==> config.mk <==
export PLATFORM = sky130hd
export DESIGN_NAME = serial_subtractor
export DESIGN_NICKNAME = d
export VERILOG_FILES = /design/src/rtl/serial_subtractor_pkg.sv /design/src/rtl/serial_subtractor_full_subtractor.sv /design/src/rtl/serial_subtractor.sv
export SDC_FILE = /design/constraint.sdc
export NUM_CORES = 1
export LEC_CHECK = 0
export ABC_AREA = 1
export CAP_MARGIN = 20
export CORE_UTILIZATION = 56
export CTS_BUF_LIST = sky130_fd_sc_hd__clkbuf_16
export DETAILED_ROUTE_END_ITERATION = 7
export MAX_ROUTING_LAYER = met4
export PLACE_DENSITY = 0.91
export SYNTH_ARGS = -nofsm -noshare
export SYNTH_HDL_FRONTEND = slang
export SYNTH_SLANG_ARGS = --single-unit
==> constraint.sdc <==
create_clock -name clk -period 2.4 [get_ports clk]
set_clock_uncertainty 0.1 [all_clocks]
set_input_delay 0.36 -clock clk [delete_from_list [all_inputs] [get_ports clk]]
set_output_delay 0.36 -clock clk [all_outputs]
set_load 0.02 [all_outputs]
==> src/rtl/serial_subtractor_pkg.sv <==
// rtl/serial_subtractor_pkg.sv - shared state encoding and default width for serial_subtractor
//
// Purpose : common definitions imported by the bit-serial subtractor files.
// Contents: state_t  - controller states IDLE/RUN/DONE
//           DEFAULT_WIDTH - default operand width

package serial_subtractor_pkg;

   typedef enum logic [1:0] {
      IDLE = 2'd0,
      RUN  = 2'd1,
      DONE = 2'd2
   } state_t;

   localparam int DEFAULT_WIDTH = 8;

endpackage

==> src/rtl/serial_subtractor_full_subtractor.sv <==
// rtl/serial_subtractor_full_subtractor.sv - one-bit combinational full subtractor cell
//
// Purpose : computes x - y - bin for a single bit.
// Ports   : x    in  minuend bit
//           y    in  subtrahend bit
//           bin  in  borrow in
//           diff out difference bit
//           bo   out borrow out

module full_subtractor (
   input  logic x,
   input  logic y,
   input  logic bin,
   output logic diff,
   output logic bo
);

   assign diff = x ^ y ^ bin;
   // Borrow when y exceeds x outright, or when the bits tie and a borrow is pending.
   assign bo   = (~x & y) | (~(x ^ y) & bin);

endmodule

==> src/rtl/serial_subtractor.sv <==
// rtl/serial_subtractor.sv - bit-serial unsigned subtractor, D = A - B over WIDTH clocks, LSB first
//
// Purpose : loads a/b in parallel on start, subtracts one bit per clock through a
//           single full_subtractor cell plus a borrow flop, then presents d/bout
//           in parallel with a one-cycle done strobe.
// Ports   : clk    in  rising-edge clock
//           rst_n  in  asynchronous active-low reset
//           start  in  request, sampled only in IDLE
//           a      in  [WIDTH-1:0] minuend, captured on accepted start
//           b      in  [WIDTH-1:0] subtrahend, captured on accepted start
//           busy   out high while bits are processed (RUN)
//           done   out one-cycle strobe, d/bout valid
//           d      out [WIDTH-1:0] (a - b) mod 2^WIDTH
//           bout   out final borrow, 1 iff a < b
//           ovf    out two's-complement overflow (only with SERIAL_SUB_OVF_EN)
// Macro   : SERIAL_SUB_OVF_EN adds the ovf port and its operand-MSB flops.

module serial_subtractor
   import serial_subtractor_pkg::*;
#(
   parameter int WIDTH = DEFAULT_WIDTH
) (
   input  logic             clk,
   input  logic             rst_n,
   input  logic             start,
   input  logic [WIDTH-1:0] a,
   input  logic [WIDTH-1:0] b,
   output logic             busy,
   output logic             done,
   output logic [WIDTH-1:0] d,
`ifdef SERIAL_SUB_OVF_EN
   output logic             ovf,
`endif
   output logic             bout
);

   localparam int CNT_W = $clog2(WIDTH);

   state_t             state_q, state_d;
   logic [WIDTH-1:0]   ar_q, ar_d;
   logic [WIDTH-1:0]   br_q, br_d;
   logic [WIDTH-1:0]   res_q, res_d;
   logic [WIDTH-1:0]   d_q, d_d;
   logic               borrow_q, borrow_d;
   logic               bout_q, bout_d;
   logic [CNT_W-1:0]   cnt_q, cnt_d;

   logic               fs_diff;
   logic               fs_bo;

`ifdef SERIAL_SUB_OVF_EN
   logic               a_msb_q, a_msb_d;
   logic               b_msb_q, b_msb_d;
   logic               ovf_q, ovf_d;
`endif

   full_subtractor u_fs (
      .x    (ar_q[0]),
      .y    (br_q[0]),
      .bin  (borrow_q),
      .diff (fs_diff),
      .bo   (fs_bo)
   );

   always_comb begin
      state_d  = state_q;
      ar_d     = ar_q;
      br_d     = br_q;
      res_d    = res_q;
      d_d      = d_q;
      borrow_d = borrow_q;
      bout_d   = bout_q;
      cnt_d    = cnt_q;
`ifdef SERIAL_SUB_OVF_EN
      a_msb_d  = a_msb_q;
      b_msb_d  = b_msb_q;
      ovf_d    = ovf_q;
`endif

      case (state_q)
         IDLE: begin
            if (start) begin
               ar_d     = a;
               br_d     = b;
               res_d    = '0;
               borrow_d = 1'b0;
               cnt_d    = '0;
`ifdef SERIAL_SUB_OVF_EN
               a_msb_d  = a[WIDTH-1];
               b_msb_d  = b[WIDTH-1];
`endif
               state_d  = RUN;
            end
         end

         RUN: begin
            ar_d     = ar_q >> 1;
            br_d     = br_q >> 1;
            // Result fills from the top, so after WIDTH shifts bit 0 sits at the LSB.
            res_d    = {fs_diff, res_q[WIDTH-1:1]};
            borrow_d = fs_bo;
            cnt_d    = cnt_q + CNT_W'(1);
            if (cnt_q == CNT_W'(WIDTH - 1)) begin
               d_d     = {fs_diff, res_q[WIDTH-1:1]};
               bout_d  = fs_bo;
`ifdef SERIAL_SUB_OVF_EN
               // fs_diff here is the result MSB.
               ovf_d   = (a_msb_q != b_msb_q) && (fs_diff != a_msb_q);
`endif
               state_d = DONE;
            end
         end

         DONE: begin
            state_d = IDLE;
         end

         default: begin
            state_d = IDLE;
         end
      endcase
   end

   always_ff @(posedge clk or negedge rst_n) begin
      if (!rst_n) begin
         state_q  <= IDLE;
         ar_q     <= '0;
         br_q     <= '0;
         res_q    <= '0;
         d_q      <= '0;
         borrow_q <= 1'b0;
         bout_q   <= 1'b0;
         cnt_q    <= '0;
`ifdef SERIAL_SUB_OVF_EN
         a_msb_q  <= 1'b0;
         b_msb_q  <= 1'b0;
         ovf_q    <= 1'b0;
`endif
      end else begin
         state_q  <= state_d;
         ar_q     <= ar_d;
         br_q     <= br_d;
         res_q    <= res_d;
         d_q      <= d_d;
         borrow_q <= borrow_d;
         bout_q   <= bout_d;
         cnt_q    <= cnt_d;
`ifdef SERIAL_SUB_OVF_EN
         a_msb_q  <= a_msb_d;
         b_msb_q  <= b_msb_d;
         ovf_q    <= ovf_d;
`endif
      end
   end

   assign busy = (state_q == RUN);
   assign done = (state_q == DONE);
   assign d    = d_q;
   assign bout = bout_q;
`ifdef SERIAL_SUB_OVF_EN
   assign ovf  = ovf_q;
`endif

endmodule

==> impl_metrics.env, run 1 <==
export IMPL_min_period_ps=2082
export IMPL_r2r_worst_path_cells=5
export IMPL_clk_pin_slew_ps=50
export IMPL_synth_edff_count=0
export IMPL_rsz0062_at_grt="false"
export IMPL_power_total_w=0.003177
export IMPL_ctsHoldBuffers=0
export IMPL_drt_pass1_iterations=4
export IMPL_max_freq_ghz=0.4803
export IMPL_worst_slack_ps=317.8
export IMPL_synthCells=213
export IMPL_synth_top_cell_by_area="dfrtp_1"
export IMPL_critPathLaunchType="register"
export IMPL_nFillCells=225
export IMPL_antenna_found_initial=0
export IMPL_track_usage_pct=24.84
export IMPL_synth_top_area_share_pct=52.31
export IMPL_die_width_um=58.98
export IMPL_yosysMostFrequentCell="nand2_1"
export IMPL_avgSynthCellArea_um2=8.535
export IMPL_final_period_utilization_pct=86.76
export IMPL_synth_seq_area_share_pct=52.31
export IMPL_yosys_top_cells_area="dfrtp_1, nand2_1, inv_1"
export IMPL_viasPerCell=5.063
export IMPL_synth_ff_type="dfrtp_1"
export IMPL_ir_worst_vdd_mv=0.8927
export IMPL_worstHoldPathCells=2
export IMPL_netlist_area_mm2=0.001818
export IMPL_cts_made_buffers=5
export IMPL_dp_slack_ps=626.4
export IMPL_die_area_mm2=0.003478
export IMPL_wl_um=3655
export IMPL_cellPowerDensity_mw_per_mm2=1399
export IMPL_hold_violations=0
export IMPL_yosysWarningCount=0
export IMPL_grt_pass1_wl_um=5996
export IMPL_clkLatencyLatePin_ps=280
export IMPL_clockBufferDepth=2
export IMPL_p_leak_nw=1.178
export IMPL_gr_total_overflow=0
export IMPL_nNetsFinal=265
export IMPL_drive_gt1_share_pct=10.25
export IMPL_synthArstFlopShare_pct=100.0
export IMPL_start_util_pct=59.07
export IMPL_syn_to_final_growth_pct=24.91
export IMPL_worstPathRequired_ps=1940
export IMPL_gp_congestion=0.8573
export IMPL_drtIter0Drc=72
export IMPL_cts_resized=0
export IMPL_crit_type="reg2out"
export IMPL_arrival_ps=1620
export IMPL_io_pins=30
export IMPL_multiInputGateArea_um2=646.9
export IMPL_num_vias=1458
export IMPL_cap_violations=0
export IMPL_grt_max_degree=39
export IMPL_seqCellArea_um2=950.9
export IMPL_route_detailed_drc=0
export IMPL_core_mm2=0.003078
export IMPL_io_buffers=29
export IMPL_relSlewSlack_pct=68.56
export IMPL_cts_sinks=38
export IMPL_synth_commonest_cells="nand2_1, dfrtp_1, inv_1"
export IMPL_root_buffer="clkbuf_16"
export IMPL_hold_class="reg2reg"
export IMPL_end_kind="output pin"
export IMPL_finalSetupViolCount=0
export IMPL_synth_ff_latch_count=38
export IMPL_worst_pin_slew_ps=471.5
export IMPL_first_global_vias=1359
export IMPL_crit_fanout=18
export IMPL_synthesis_nets=235
export IMPL_drv_slew=0
export IMPL_wl_per_cell_um=12.69
export IMPL_diodes=0
export IMPL_ys_types=21
export IMPL_dp_final_hpwl_um=2391
export IMPL_rows=20
export IMPL_status="finished clean"
export IMPL_die_h_um=58.98
export IMPL_finalSetupTns_ps=0
export IMPL_cts_tree="yes"
export IMPL_antenna_left=0
export IMPL_h_tree_depth=2
export IMPL_cts_setup_buffers=0
==> worst max-delay path: stages (launching register included) <==
cell	delay, ps
dfrtp_1	400
inv_2	170
nor2_1	150
clkdlybuf4s50_1	620
==> layout by cell type (no fill, tap or decap) <==
cell type and n:
a21oi_1 1, buf_4 3, bufinv_16 1, clkbuf_16 5, clkdlybuf4s50_1 29, dfrtp_1 38
fa_1 1, ha_1 2, inv_1 38, inv_2 2, nand2_1 68, nand2_2 2
nand2_4 2, nand3_1 27, nand4_1 1, nor2_1 3, nor2_4 1, o21ai_0 4
o21ai_1 6, o21ai_2 8, o21ai_4 1, o22ai_1 1
==> layer usage <==
layer  up-vias  GRT usage (%)  wire [um]
met1       701          30.98       1624
met4         0          9.524         55
li1        711              -          -
met5         -              -          0
met3         6          8.297        172
met2        40          37.66       1802
==> report_power, final <==
part	switching, W	leakage (nW)	total [W]	internal, W
logic	0.000796	0.620	0.00133	0.000533
clock network	0.000240	0.0864	0.000722	0.000482
registers	0.000176	0.472	0.00113	0.000949
==> layout make-up <==
class,instances,area share (%)
flip-flops and latches,38,41.87
multi-input cells,128,28.48
clock inverters,3,1.653
repair buffers,32,13.77
clock buffers,5,5.510
inverters,38,6.281
well taps,44,2.424
==> through the flow <==
| stage | cell area, um^2 | cells | hold WS [ps] | utilization (%) |
|---|---|---|---|---|
| finish | 2271 | 288 | 378.2 | 73.78 |
| global route | 2271 | 288 | 389.4 | 73.78 |
| CTS | 2271 | 288 | 376.6 | 73.78 |
| detailed placement | 2108 | 280 | 365.2 | 68.50 |
| global placement | 2108 | 280 | 361.6 | 68.50 |
| floorplan | 1818 | 213 | -35.59 | - |
==> registers in the layout, indices dropped and copies added, names as in the netlist <==
signal	cells
cnt_q	3
res_q	7
state_q	2
bout	1
borrow_q	1
br_q	8
d	8
ar_q	8
==> worst paths after layout <==
path	start	endpoint	slack (ps)
min reg2reg	d[0]	d[0]	380
max reg2reg	state_q[1]	ar_q[2]	670
max	state_q[1]	done	320
min	d[0]	d[0]	380
max in group asynchronous	rst_n	br_q[7]	1470
min in group asynchronous	rst_n	res_q[5]	410
==> logic make-up after synthesis <==
group	after synthesis	share of synthesized area (%)
AO/OA/AOI/OAI	21	8.122
adder cells (fa/ha/maj)	3	2.477
buffers and inverters	47	12.11
flip-flops	38	52.31
AND/OR/NAND/NOR	104	24.98
(Power assumes the default switching activity.)
==> run 2: changes to the inputs <==
ABC_AREA = 0   (was 1)
CORE_UTILIZATION = 55   (was 56)
==> impl_metrics.env, run 2 <==
export IMPL_status="finished clean"
export IMPL_wl_per_cell_um=17.44
export IMPL_rsz0062_at_grt="false"
export IMPL_antenna_found_initial=0
export IMPL_drtIter0Drc=38
export IMPL_final_cell_mix="dfrtp_1, clkdlybuf4s50_1, o22ai_1, a21oi_1, a22o_1"
export IMPL_gr_total_overflow=0
export IMPL_nNetsFinal=188
export IMPL_die_h_um=56.28
export IMPL_antenna_left=0
export IMPL_multiInputGateArea_um2=574.3
export IMPL_cts_resized=0
export IMPL_crit_fanout=10
export IMPL_rrSetupSlack_ps=830
export IMPL_met3WireLength_um=225
export IMPL_synth_edff_count=0
export IMPL_cap_violations=0
export IMPL_viasPerCell=6.137
export IMPL_track_usage_pct=26.16
export IMPL_grt_pass1_wl_um=5940
export IMPL_critPathLaunchType="register"
export IMPL_finalSetupViolCount=0
export IMPL_p_leak_nw=0.9020
export IMPL_route_detailed_drc=0
export IMPL_worst_pin_slew_ps=463.3
export IMPL_cts_setup_buffers=0
export IMPL_power_share_clock_pct=21.7
export IMPL_cellPowerDensity_mw_per_mm2=1353
export IMPL_r2r_start="cnt_q[0]"
export IMPL_p_sw_w=0.0009530
export IMPL_wl_um=3436
export IMPL_clockBufferDepth=2
export IMPL_worstPathRequired_ps=1940
export IMPL_highest_signal_layer="met4"
export IMPL_power_frac_seq_pct=41.7
export IMPL_synth_ff_latch_count=38
export IMPL_ys_types=22
export IMPL_cts_made_buffers=5
export IMPL_finalSetupTns_ps=0
export IMPL_worst_slack_ps=179.7
export IMPL_power_internal_w=0.001807
export IMPL_seqCellArea_um2=950.9
export IMPL_yosysWarningCount=0
export IMPL_dp_slack_ps=484.7
export IMPL_clkLatencyLatePin_ps=280
export IMPL_synth_top_cell_by_area="dfrtp_1"
export IMPL_die_area_mm2=0.003167
export IMPL_clk_pin_slew_ps=50
export IMPL_die_width_um=56.28
export IMPL_rows=19
export IMPL_ir_worst_vdd_mv=1.131
export IMPL_synth_commonest_cells="dfrtp_1, o22ai_1, a21oi_1"
export IMPL_drv_slew=0
export IMPL_h_tree_depth=2
export IMPL_gp_congestion=0.8196
export IMPL_cts_tree="yes"
export IMPL_io_buffers=29
export IMPL_start_util_pct=58.25
export IMPL_wl_met1_um=1473
export IMPL_crit_type="reg2out"
export IMPL_hold_violations=0
export IMPL_drive_gt1_share_pct=11.45
export IMPL_arrival_ps=1760
export IMPL_yosysMostFrequentCell="dfrtp_1"
export IMPL_diodes=0
export IMPL_root_buffer="clkbuf_16"
export IMPL_routed_wl_met2_um=1647
export IMPL_syn_to_final_growth_pct=25.87
export IMPL_p_comb_share_pct=36.6
export IMPL_relSlewSlack_pct=69.11
export IMPL_max_freq_ghz=0.4504
export IMPL_hold_start="borrow_q"
export IMPL_avgSynthCellArea_um2=11.91
export IMPL_synthCells=136
export IMPL_drt_pass1_iterations=4
export IMPL_min_period_ps=2220
export IMPL_layout_commonest_cell="dfrtp_1"
export IMPL_hold_class="reg2reg"
export IMPL_power_switching_share_pct=34.53
export IMPL_ctsHoldBuffers=0
export IMPL_end_kind="output pin"
export IMPL_crit_path_start="state_q[0]"
export IMPL_synth_top_area_share_pct=58.69
export IMPL_final_period_utilization_pct=92.51
export IMPL_nFillCells=204
export IMPL_netlist_area_mm2=0.001620
export IMPL_io_pins=30
export IMPL_cts_sinks=38
export IMPL_first_global_vias=1268
export IMPL_synth_ff_type="dfrtp_1"
export IMPL_worstHoldPathCells=2
export IMPL_whs_ps=389.7
export IMPL_grt_max_degree=39
export IMPL_core_mm2=0.002781
export IMPL_r2r_worst_path_cells=4
export IMPL_dp_final_hpwl_um=2250
export IMPL_synthArstFlopShare_pct=100.0
export IMPL_synth_seq_area_share_pct=58.69
export IMPL_num_vias=1209
export IMPL_yosys_top_cells_area="dfrtp_1, o22ai_1, a22o_1"
export IMPL_final_util_pct=73.32
export IMPL_synthesis_nets=158
-- run 2: changes by cell type in the layout (fill, tap and decap cells not counted), sizes merged, moves of 2 or more --
cell / before / now
inv: 40 / 8
nand2: 72 / 5
nand2b: 0 / 2
nand3: 27 / 0
a21oi: 1 / 15
o21ai: 19 / 7
a22o: 0 / 9
o22ai: 1 / 28
nor2: 4 / 2
mux2: 0 / 8
-- run 2: path summary, 6_finish.rpt --
| kind | to |
|---|---|
| max | busy |
| min | borrow_q |
| max reg2reg | d[0] |
| min reg2reg | borrow_q |
| max in group asynchronous | d[6] |
| min in group asynchronous | ar_q[6] |
-- run 2: layout make-up --
type                            instances  share of cell area [%]
Sequential cell                        38                   46.63
Inverter                                6                   1.104
Clock buffer                            5                   6.135
Multi-Input combinational cell         82                   28.16
Timing Repair Buffer                   33                   15.71
Clock inverter                          2                  0.3681
Tap cell                               31                   1.902
-- run 2: power groups by stage --
| stage | sequential [W] | clock, W | combinational [W] |
|---|---|---|---|
| 2_1_floorplan | 0.00116 | 0 | 0.000662 |
| 3_3_place_gp | 0.00113 | 0 | 0.000963 |
| 3_5_place_dp | 0.00115 | 0 | 0.00101 |
| 4_1_cts | 0.00115 | 0.000612 | 0.00102 |
| 5_1_grt | 0.00119 | 0.000636 | 0.00113 |
| 6_report | 0.00115 | 0.000599 | 0.00101 |
-- run 2: through the flow --
step	total power (W)	instance area (um^2)	cells
after floorplan	0.001825	1620	136
after global placement	0.002092	1907	190
after detailed placement	0.002164	1907	190
after CTS	0.002784	2039	197
after global routing	0.002953	2039	197
final	0.002760	2039	197
-- run 2: kinds of logic (layout without fill, tap and decap cells) --
| logic type | Yosys count | count (layout) | synth area share (%) |
|---|---|---|---|
| mux | 8 | 8 | 5.560 |
| compound gates | 60 | 60 | 22.93 |
| fa+ha+maj | 3 | 3 | 2.780 |
| simple gates | 11 | 11 | 4.171 |
| buf+inv | 16 | 46 | 5.869 |
| flops | 38 | 38 | 58.69 |
-- run 2: worst max-delay path: stages, from the launching register on --
cell,delay [ps]
dfrtp_1,530
nand2b_1,140
inv_2,170
clkdlybuf4s50_1,640
-- run 2: per-layer routing --
metal  vias to the layer above  GRT usage, %
li1                        565             -
met1                       582         32.91
met2                        54         38.95
met3                         8         8.295
met4                         0         12.20
met5                         -             -
